$ cat src/rtl/fft_pkg.sv
// rtl/fft_pkg.sv - shared types and helpers for the iterative radix-2 FFT core
package fft_pkg;

  typedef enum logic [1:0] {
    LOAD    = 2'd0,
    COMPUTE = 2'd1,
    UNLOAD  = 2'd2
  } state_e;

  function automatic int bit_rev(input int v, input int bits);
    int r;
    r = 0;
    for (int i = 0; i < bits; i++) begin
      r = r | (((v >> i) & 1) << (bits - 1 - i));
    end
    return r;
  endfunction

  // Only ever called with constant arguments, so the real math folds away at elaboration.
  function automatic int twiddle(input int k, input int n, input int fw, input bit imag_part);
    real ang;
    real v;
    ang = 2.0 * 3.14159265358979323846 * real'(k) / real'(n);
    v   = imag_part ? -$sin(ang) : $cos(ang);
    return int'($floor(v * real'(1 << fw) + 0.5));
  endfunction

  // a*b - c*d at full precision, then floor-shift back to the working Q format.
  function automatic longint fx_mul_trunc(input longint a, input longint b,
                                          input longint c, input longint d, input int fw);
    return (a * b - c * d) >>> fw;
  endfunction

endpackage

$ cat src/rtl/fft_iter_if.sv
// rtl/fft_iter_if.sv - sample-in / bin-out stream bundle of the iterative FFT core
interface fft_iter_if #(
  parameter int DATA_WIDTH = 16
);
  logic                         inv;
  logic                         in_valid;
  logic                         in_ready;
  logic signed [DATA_WIDTH-1:0] in_real;
  logic signed [DATA_WIDTH-1:0] in_imag;
  logic                         out_valid;
  logic                         out_ready;
  logic signed [DATA_WIDTH-1:0] out_real;
  logic signed [DATA_WIDTH-1:0] out_imag;
  logic                         out_last;

  modport master (
    output inv, in_valid, in_real, in_imag, out_ready,
    input  in_ready, out_valid, out_real, out_imag, out_last
  );

  modport slave (
    input  inv, in_valid, in_real, in_imag, out_ready,
    output in_ready, out_valid, out_real, out_imag, out_last
  );
endinterface

$ cat src/rtl/fft_twiddle_rom.sv
// rtl/fft_twiddle_rom.sv - constant twiddle table W^k, imaginary part negated for the inverse
module fft_twiddle_rom
  import fft_pkg::*;
#(
  parameter int NFFT        = 8,
  parameter int DATA_WIDTH  = 16,
  parameter int FRACT_WIDTH = 8,
  localparam int KBITS      = $clog2(NFFT) - 1
) (
  input  logic [KBITS-1:0]             k,
  input  logic                         inv,
  output logic signed [DATA_WIDTH-1:0] w_r,
  output logic signed [DATA_WIDTH-1:0] w_i
);

  logic signed [DATA_WIDTH-1:0] rom_r [NFFT/2];
  logic signed [DATA_WIDTH-1:0] rom_i [NFFT/2];

  for (genvar g = 0; g < NFFT / 2; g++) begin : g_rom
    localparam int WR = twiddle(g, NFFT, FRACT_WIDTH, 1'b0);
    localparam int WI = twiddle(g, NFFT, FRACT_WIDTH, 1'b1);
    assign rom_r[g] = DATA_WIDTH'(WR);
    assign rom_i[g] = DATA_WIDTH'(WI);
  end

  assign w_r = rom_r[k];
  assign w_i = inv ? -rom_i[k] : rom_i[k];

endmodule

$ cat src/rtl/fft_iter.sv
// rtl/fft_iter.sv - iterative in-place radix-2 DIT FFT/IFFT, one butterfly per cycle
// Define FFT_SCALE_EN to halve every butterfly output (overall 1/NFFT scaling).
module fft_iter
  import fft_pkg::*;
#(
  parameter int INT_WIDTH   = 8,
  parameter int FRACT_WIDTH = 8,
  parameter int NFFT        = 8,
  localparam int DATA_WIDTH = INT_WIDTH + FRACT_WIDTH,
  localparam int NFFT_BITS  = $clog2(NFFT)
) (
  input  logic        clk,
  input  logic        rst_n,
  fft_iter_if.slave   bus,
  output logic        busy
);

  localparam int KBITS = NFFT_BITS - 1;
  localparam int SBITS = (NFFT_BITS > 1) ? $clog2(NFFT_BITS) : 1;
`ifdef FFT_SCALE_EN
  localparam int SUM_W = DATA_WIDTH + 1;
  localparam int SHIFT = 1;
`else
  localparam int SUM_W = DATA_WIDTH;
  localparam int SHIFT = 0;
`endif

  state_e                 state_q, state_d;
  logic [NFFT_BITS-1:0]   cnt_q, cnt_d;
  logic [KBITS-1:0]       bfly_q, bfly_d;
  logic [SBITS-1:0]       stage_q, stage_d;
  logic                   inv_q, inv_d;

  logic signed [DATA_WIDTH-1:0] mem_r_q [NFFT];
  logic signed [DATA_WIDTH-1:0] mem_i_q [NFFT];

  int                     b_int, s_int, half, i0_int;
  logic [NFFT_BITS-1:0]   idx0, idx1, wr_addr;
  logic [KBITS-1:0]       tw_k;
  logic                   in_fire, bf_en;

  logic signed [DATA_WIDTH-1:0] a_r, a_i, b_r, b_i, w_r, w_i, t_r, t_i;
  logic signed [DATA_WIDTH-1:0] o0_r, o0_i, o1_r, o1_i;
  logic signed [SUM_W-1:0]      s0_r, s0_i, s1_r, s1_i;

  always_comb begin
    b_int   = int'(bfly_q);
    s_int   = int'(stage_q);
    half    = 1 << s_int;
    i0_int  = ((b_int >> s_int) << (s_int + 1)) + (b_int & (half - 1));
    idx0    = NFFT_BITS'(i0_int);
    idx1    = NFFT_BITS'(i0_int + half);
    tw_k    = KBITS'((b_int & (half - 1)) << (NFFT_BITS - 1 - s_int));
    wr_addr = NFFT_BITS'(bit_rev(int'(cnt_q), NFFT_BITS));
  end

  fft_twiddle_rom #(
    .NFFT        (NFFT),
    .DATA_WIDTH  (DATA_WIDTH),
    .FRACT_WIDTH (FRACT_WIDTH)
  ) u_rom (
    .k   (tw_k),
    .inv (inv_q),
    .w_r (w_r),
    .w_i (w_i)
  );

  always_comb begin
    a_r  = mem_r_q[idx0];
    a_i  = mem_i_q[idx0];
    b_r  = mem_r_q[idx1];
    b_i  = mem_i_q[idx1];
    t_r  = DATA_WIDTH'(fx_mul_trunc(longint'(b_r), longint'(w_r),
                                    longint'(b_i), longint'(w_i), FRACT_WIDTH));
    t_i  = DATA_WIDTH'(fx_mul_trunc(longint'(b_r), longint'(w_i),
                                    -longint'(b_i), longint'(w_r), FRACT_WIDTH));
    s0_r = SUM_W'(a_r) + SUM_W'(t_r);
    s0_i = SUM_W'(a_i) + SUM_W'(t_i);
    s1_r = SUM_W'(a_r) - SUM_W'(t_r);
    s1_i = SUM_W'(a_i) - SUM_W'(t_i);
    o0_r = DATA_WIDTH'(s0_r >>> SHIFT);
    o0_i = DATA_WIDTH'(s0_i >>> SHIFT);
    o1_r = DATA_WIDTH'(s1_r >>> SHIFT);
    o1_i = DATA_WIDTH'(s1_i >>> SHIFT);
  end

  always_comb begin
    state_d       = state_q;
    cnt_d         = cnt_q;
    bfly_d        = bfly_q;
    stage_d       = stage_q;
    inv_d         = inv_q;
    in_fire       = 1'b0;
    bf_en         = 1'b0;
    bus.in_ready  = (state_q == LOAD);
    bus.out_valid = (state_q == UNLOAD);
    busy          = (state_q == COMPUTE);
    bus.out_last  = bus.out_valid && (cnt_q == NFFT_BITS'(NFFT - 1));
    bus.out_real  = bus.out_valid ? mem_r_q[cnt_q] : '0;
    bus.out_imag  = bus.out_valid ? mem_i_q[cnt_q] : '0;
    case (state_q)
      LOAD: begin
        in_fire = bus.in_valid;
        if (in_fire) begin
          if (cnt_q == '0) inv_d = bus.inv;
          cnt_d = cnt_q + NFFT_BITS'(1);
          if (cnt_q == NFFT_BITS'(NFFT - 1)) state_d = COMPUTE;
        end
      end
      COMPUTE: begin
        bf_en  = 1'b1;
        bfly_d = bfly_q + KBITS'(1);
        if (bfly_q == '1) begin
          stage_d = stage_q + SBITS'(1);
          if (stage_q == SBITS'(NFFT_BITS - 1)) begin
            stage_d = '0;
            state_d = UNLOAD;
          end
        end
      end
      UNLOAD: begin
        if (bus.out_ready) begin
          cnt_d = cnt_q + NFFT_BITS'(1);
          if (cnt_q == NFFT_BITS'(NFFT - 1)) state_d = LOAD;
        end
      end
      default: state_d = LOAD;
    endcase
  end

  always_ff @(posedge clk or negedge rst_n) begin
    if (!rst_n) begin
      state_q <= LOAD;
      cnt_q   <= '0;
      bfly_q  <= '0;
      stage_q <= '0;
      inv_q   <= 1'b0;
    end else begin
      state_q <= state_d;
      cnt_q   <= cnt_d;
      bfly_q  <= bfly_d;
      stage_q <= stage_d;
      inv_q   <= inv_d;
    end
  end

  // Sample memory carries no reset; every frame rewrites all NFFT entries before use.
  always_ff @(posedge clk) begin
    if (in_fire) begin
      mem_r_q[wr_addr] <= bus.in_real;
      mem_i_q[wr_addr] <= bus.in_imag;
    end
    if (bf_en) begin
      mem_r_q[idx0] <= o0_r;
      mem_i_q[idx0] <= o0_i;
      mem_r_q[idx1] <= o1_r;
      mem_i_q[idx1] <= o1_i;
    end
  end

endmodule

$ cat src/flat_wrapper.sv
// flat-port wrapper written by rule: the top's interface ports become plain ports
module fft_iter_flat import fft_pkg::*;
#(
  parameter int INT_WIDTH   = 8,
  parameter int FRACT_WIDTH = 8,
  parameter int NFFT        = 8,
  localparam int DATA_WIDTH = INT_WIDTH + FRACT_WIDTH,
  localparam int NFFT_BITS  = $clog2(NFFT)
)
  (clk, rst_n, busy, bus_inv, bus_in_valid, bus_in_real, bus_in_imag, bus_out_ready, bus_in_ready, bus_out_valid, bus_out_real, bus_out_imag, bus_out_last);
  fft_iter_if #(.DATA_WIDTH((16))) bus_i ();
  input  logic clk;
  input  logic rst_n;
  output logic busy;
  input wire logic [$bits(bus_i.inv)-1:0] bus_inv;
  input wire logic [$bits(bus_i.in_valid)-1:0] bus_in_valid;
  input wire logic [$bits(bus_i.in_real)-1:0] bus_in_real;
  input wire logic [$bits(bus_i.in_imag)-1:0] bus_in_imag;
  input wire logic [$bits(bus_i.out_ready)-1:0] bus_out_ready;
  output wire logic [$bits(bus_i.in_ready)-1:0] bus_in_ready;
  output wire logic [$bits(bus_i.out_valid)-1:0] bus_out_valid;
  output wire logic [$bits(bus_i.out_real)-1:0] bus_out_real;
  output wire logic [$bits(bus_i.out_imag)-1:0] bus_out_imag;
  output wire logic [$bits(bus_i.out_last)-1:0] bus_out_last;
  assign bus_i.inv = bus_inv;
  assign bus_i.in_valid = bus_in_valid;
  assign bus_i.in_real = bus_in_real;
  assign bus_i.in_imag = bus_in_imag;
  assign bus_i.out_ready = bus_out_ready;
  assign bus_in_ready = bus_i.in_ready;
  assign bus_out_valid = bus_i.out_valid;
  assign bus_out_real = bus_i.out_real;
  assign bus_out_imag = bus_i.out_imag;
  assign bus_out_last = bus_i.out_last;
  fft_iter #(.INT_WIDTH(INT_WIDTH), .FRACT_WIDTH(FRACT_WIDTH), .NFFT(NFFT)) u_core (.clk(clk), .rst_n(rst_n), .bus(bus_i), .busy(busy));
endmodule
$ cat config.mk
export PLATFORM = sky130hd
export DESIGN_NAME = fft_iter_flat
export DESIGN_NICKNAME = d
export VERILOG_FILES = /design/src/rtl/fft_pkg.sv /design/src/rtl/fft_iter_if.sv /design/src/rtl/fft_twiddle_rom.sv /design/src/rtl/fft_iter.sv /design/src/flat_wrapper.sv
export SDC_FILE = /design/constraint.sdc
export NUM_CORES = 2
export LEC_CHECK = 0
export ABC_AREA = 1
export CORE_MARGIN = 3
export CORE_UTILIZATION = 55
export CTS_CLUSTER_SIZE = 40
export DETAILED_ROUTE_END_ITERATION = 8
export PLACE_DENSITY = 0.82
export SETUP_SLACK_MARGIN = 0.02
export SLEW_MARGIN = 0
export SYNTH_ARGS = -nofsm -noshare
export SYNTH_HDL_FRONTEND = slang
export SYNTH_SLANG_ARGS = --single-unit
$ cat constraint.sdc
create_clock -name clk -period 16 [get_ports clk]
set_input_delay 2.4 -clock clk [delete_from_list [all_inputs] [get_ports clk]]
set_output_delay 2.4 -clock clk [all_outputs]
set_load 0.02 [all_outputs]
Word level (Yosys, flattened, before mapping)
Memories as Yosys holds them, arrays and structs flattened.
Cells that the tools add are included.

cells by class
  add/sub/neg operators = 16
  multipliers = 4
  magnitude comparators = 1
  equality and inequality tests = 11
  shift operators = 4
  mux-type cells = 32
  bitwise operators = 4
  reduce and logical (&&, ||, !) cells = 10

operators by type and width
  kind                   number
  $mux 16                9
  $mul 16x16->24         3
  $bmux 16 s2            2
  $mul 64x16->24         1
  $neg 16->64            1
  $sub 24x24->24         2
  $add 16x16->16         2
  $and 3x32->32          1
  $reduce_or 16->1       2
  $shl 1x2->32 const A   1
  $shl 32x32->2          1
  $shl 32x32->3          1
  $shr 2x2->32           1
  $sub 16x16->16         2
  $sub 32x2->32 const B  1
  $neg 16->16            1
  $mux 2                 7
  $mux 3                 4
  $mux 1                 8
  $ne 2x1->1 const B     4
  $add 3x3->3            2
  $eq 2x2->1 const B     3
  $or 3x2->3             2
  $pmux 2 s3             1
  other kinds (17)       20

word-level totals
  bits in registers = 10
  RAM bits = 256
  bits of input ports = 37
  output and inout port bits = 36
  logic and storage cells = 89
  memories = 2

memory list
  memory          depth  bits a word  read ports  clocked after Yosys merged registers in  wr ports  RTL line        text
  u_core.mem_i_q  8      16           3           0                                        2         fft_iter.sv:35  logic signed [DATA_WIDTH-1:0] mem_i_q [NFFT];
  u_core.mem_r_q  8      16           3           0                                        2         fft_iter.sv:34  logic signed [DATA_WIDTH-1:0] mem_r_q [NFFT];

Logic depth before layout (Yosys ltp)
  depth in word-level cells = 14
  depth in mapped cells = 72

Hierarchy
A second synthesis with hierarchy kept.

second synthesis, totals
  cells, all modules = 6609
  area, all modules = 51837.2 um^2

by module, submodules not included
  module           times used  cells an instance  area each (um^2)  sequential area each (um^2)
  fft_iter         1           6567               51558.2           7937.6
  fft_twiddle_rom  1           42                 279.0             0.0

Worst setup path before layout
No wires, ideal clock.

  path type = register to register
  start = reg u_core.stage_q[0]
  end = mem u_core.mem_i_q[0][14], data pin
  arrival = 12.702 ns
  setup slack = 3.026 ns
  stages on the path, launching flop included = 65
  buffers on the path = 5
  clock period less this slack = 12.974 ns
  cells stage by stage = dfrtp_1 -> inv_2 -> ha_1 -> nor2_1 -> and3_1 -> ha_1 -> inv_1 -> fa_1 -> inv_1 -> clkbuf_1 -> clkbuf_1 -> clkbuf_1 -> fa_1 -> inv_1 -> buf_2 -> clkbuf_1 -> o21ai_0 -> nand2_1 -> (+29 left out) -> inv_1 -> o31ai_1 -> inv_1 -> nor2_1 -> nor2_1 -> o21bai_1 -> a21oi_1 -> o21bai_1 -> a21o_1 -> a21oi_1 -> o21ai_1 -> a21oi_1 -> nor2_1 -> nor2_1 -> xnor2_1 -> nand2_1 -> o21ai_1 -> o21ai_0

RTL lines
  element                 RTL line         text
  start, declared         fft_iter.sv:31   logic [SBITS-1:0] stage_q, stage_d;
  start signal, assigned  fft_iter.sv:142  stage_q <= stage_d;
  end, declared           fft_iter.sv:35

==> results.json <==
{
  "status": "completed",
  "ys.flop_type": "edfxtp_1",
  "ant_nets": 0,
  "drt-initial-drc-count": 5494,
  "track_usage": 0.3493,
  "dp_hpwl_um": 121200,
  "r2r_start": "u_core.stage_q[0]$_DFFE_PN0P_",
  "die_w_um": 301,
  "finalSetupTns_ns": 0,
  "clk_latency_ns": 0.56,
  "whs_endpoint": "u_core.bfly_q[0]$_DFFE_PN0P_",
  "slew_violations": 0,
  "final_cell_mix": "inv_1 (1320), nand2_1 (849), fa_1 (767), o21ai_0 (619), nor2_1 (380)",
  "synth_nets": 6973,
  "grt_max_degree": 114,
  "fmax_ghz": 0.06508,
  "cts_max_level": 1,
  "worstPathBufferInverterCount": 11,
  "crit_type": "reg -> reg",
  "io_pins": 73,
  "path_clk_slew_ns": 0.07,
  "core_mm2": 0.08568,
  "start_util": 0.5586,
  "io_buffers": 72,
  "r2r_setup_slack_ns": 0.64,
  "drive_gt1_frac": 0.04210,
  "synth.distinct_cells": 64,
  "crit_slowest_cell": "nor2_1",
  "via_per_inst": 5.900,
  "fin_crit_sh": 0.9603,
  "synth_seq_area_share": 0.1658,
  "ys_seq_elements": 266,
  "dr_total_vias": 40823,
  "hold_path.class": "reg -> reg",
  "firstDrtPassIters": 7,
  "finalSetupViolCount": 0,
  "cts_tree": "done",
  "tightest_slew_ns": 1.306,
  "syn_inst": 5821,
  "maxCapViolations": 0,
  "cp_max_fo": 39,
  "r2r_end": "u_core.mem_r_q[2][14]$_DFFE_PP_",
  "yosysWarnings": 0,
  "crit_arrival_ns": 15.62,
  "drc": 0,
  "die_h_um": 301,
  "path_delay_family": "adder cells",
  "numClockSinks": 266,
  "crit_path_end_kind": "register",
  "cts_root_buffer": "clkbuf_16",
  "grt_overflow": 0,
  "grt_pass1_wl_um": 239900,
  "gp_congestion": 1.028,
  "layout_commonest_cell": "inv_1",
  "first_global_vias": 41347,
  "avgSynthCellArea_um2": 8.223,
  "fillers": 7555,
  "min-delay-start": "u_core.bfly_q[0]$_DFFE_PN0P_",
  "clk_path_buf_depth": 3,
  "holdPathStages": 1,
  "wl_um": 156500,
  "critPathMaxStageDelay_ns": 0.92,
  "period_minus_slack_ns": 15.36,
  "rsz0062_at_grt": "false",
  "synthArstFlopShare": 0.03759,
  "netlist_area_mm2": 0.04786,
  "required_ns": 16.25,
  "area_growth_pct": 5.531,
  "wl_per_cell_um": 22.62,
  "antenna_found_initial": 1,
  "die-area_mm2": 0.09060,
  "nets": 6906,
  "fp-row-count": 107,
  "reg2regPathDepth": 49,
  "critPathLaunchType": "register",
  "synth-edff-count": 256,
  "hold_viol": 0,
  "slew_headroom": 0.1220,
  "skew_ns": 0.03265,
  "cts_buffers": 25,
  "path_common_cell": "fa_1",
  "cp_num_cells": 49,
  "whs_ns": 0.5737
}
## repair_timing
action | in CTS | in global routing
hold buffers | 0 | 0
gates resized for setup | 0 | 1
buffers inserted | 0 | 0
endpoints found under the setup margin | 0 | 4
## Yosys cell counts (17+ instances only)
| cell type | count | area [um2] |
|---|---|---|
| inv_1 | 1322 | 4962 |
| nand2_1 | 849 | 3187 |
| fa_1 | 768 | 15370 |
| o21ai_0 | 627 | 3138 |
| nor2_1 | 386 | 1449 |
| a21oi_1 | 375 | 1877 |
| ha_1 | 347 | 4342 |
| edfxtp_1 | 256 | 7687 |
| clkbuf_1 | 153 | 574.3 |
| nand3_1 | 140 | 700.7 |
| xor2_1 | 111 | 972.2 |
| o211ai_1 | 57 | 427.9 |
| xnor2_1 | 43 | 376.6 |
| a31oi_1 | 37 | 231.5 |
| buf_2 | 37 | 185.2 |
| nand2_2 | 30 | 187.7 |
| o21ai_1 | 29 | 145.1 |
| buf_1 | 28 | 105.1 |
| inv_2 | 23 | 86.33 |
| o21bai_1 | 22 | 165.2 |
| o31ai_1 | 17 | 127.6 |
## registers in the layout, indices dropped and copies added, names as in the netlist
signal          count
u_core.bfly_q       2
u_core.cnt_q        3
u_core.inv_q        1
u_core.mem_i_q    128
u_core.mem_r_q    128
u_core.stage_q      2
u_core.state_q      2
## stage by stage
step,util,cells,setup slack [ns],area [um2]
after global routing,0.5894,6916,0.02724,50500
final,0.5895,6919,0.6351,50510
after floorplan,-,5821,3.026,47860
after CTS,0.5894,6916,1.136,50500
after global placement,0.5797,6871,1.469,49670
after detailed placement,0.5797,6871,1.186,49670
## kinds of logic (layout without fill, tap and decap cells)
kind of cell | after synthesis | after routing | synth area share
compound gates | 1209 | 1209 | 0.1358
simple gates | 1492 | 1492 | 0.1299
mux | 3 | 3 | 0.0006274
flops | 266 | 266 | 0.1658
other cells | 0 | 3 | 0
buf+inv | 1578 | 1529 | 0.1262
xor+xnor | 158 | 158 | 0.02967
fa+ha+maj | 1115 | 1115 | 0.4119
## layout make-up
class	instances	area, um2	share of cell area
inverter	1348	5062	0.1002
antenna	3	7.507	0.0001486
sequential	266	7945	0.1573
clock buffer	29	640.6	0.01268
timing repair buffer	136	1205	0.02385
tap	1144	1431	0.02834
clock inverter	16	190.2	0.003765
multi-input combinational	3977	34030	0.6737
## layer usage
layer	routed length [um]	part of all wire	track usage	vias to the layer above
met4	10620	0.068	0.1871	4
met1	53980	0.34	0.4364	19337
met3	21590	0.14	0.09459	667
met5	23	0.00015	0	-
li1	-	-	-	17985
met2	70270	0.45	0.5546	2830
## how the worst max path moves through the flow
stage                                        startpoint                         endpoint  slack (ns)
after global placement    u_core.stage_q[0]$_DFFE_PN0P_  u_core.mem_r_q[7][14]$_DFFE_PP_        1.47
after global routing      u_core.stage_q[0]$_DFFE_PN0P_  u_core.mem_r_q[2][14]$_DFFE_PP_        0.03
final                     u_core.stage_q[0]$_DFFE_PN0P_  u_core.mem_r_q[2][14]$_DFFE_PP_        0.64
after CTS                 u_core.stage_q[0]$_DFFE_PN0P_  u_core.mem_r_q[2][14]$_DFFE_PP_        1.14
after detailed placement  u_core.stage_q[0]$_DFFE_PN0P_  u_core.mem_r_q[2][14]$_DFFE_PP_        1.19
after floorplan           u_core.stage_q[0]$_DFFE_PN0P_  u_core.mem_i_q[0][14]$_DFFE_PP_        3.03
Power is not shown: default switching activity piles up to over one toggle a cycle in this logic, so the estimate is an artifact.
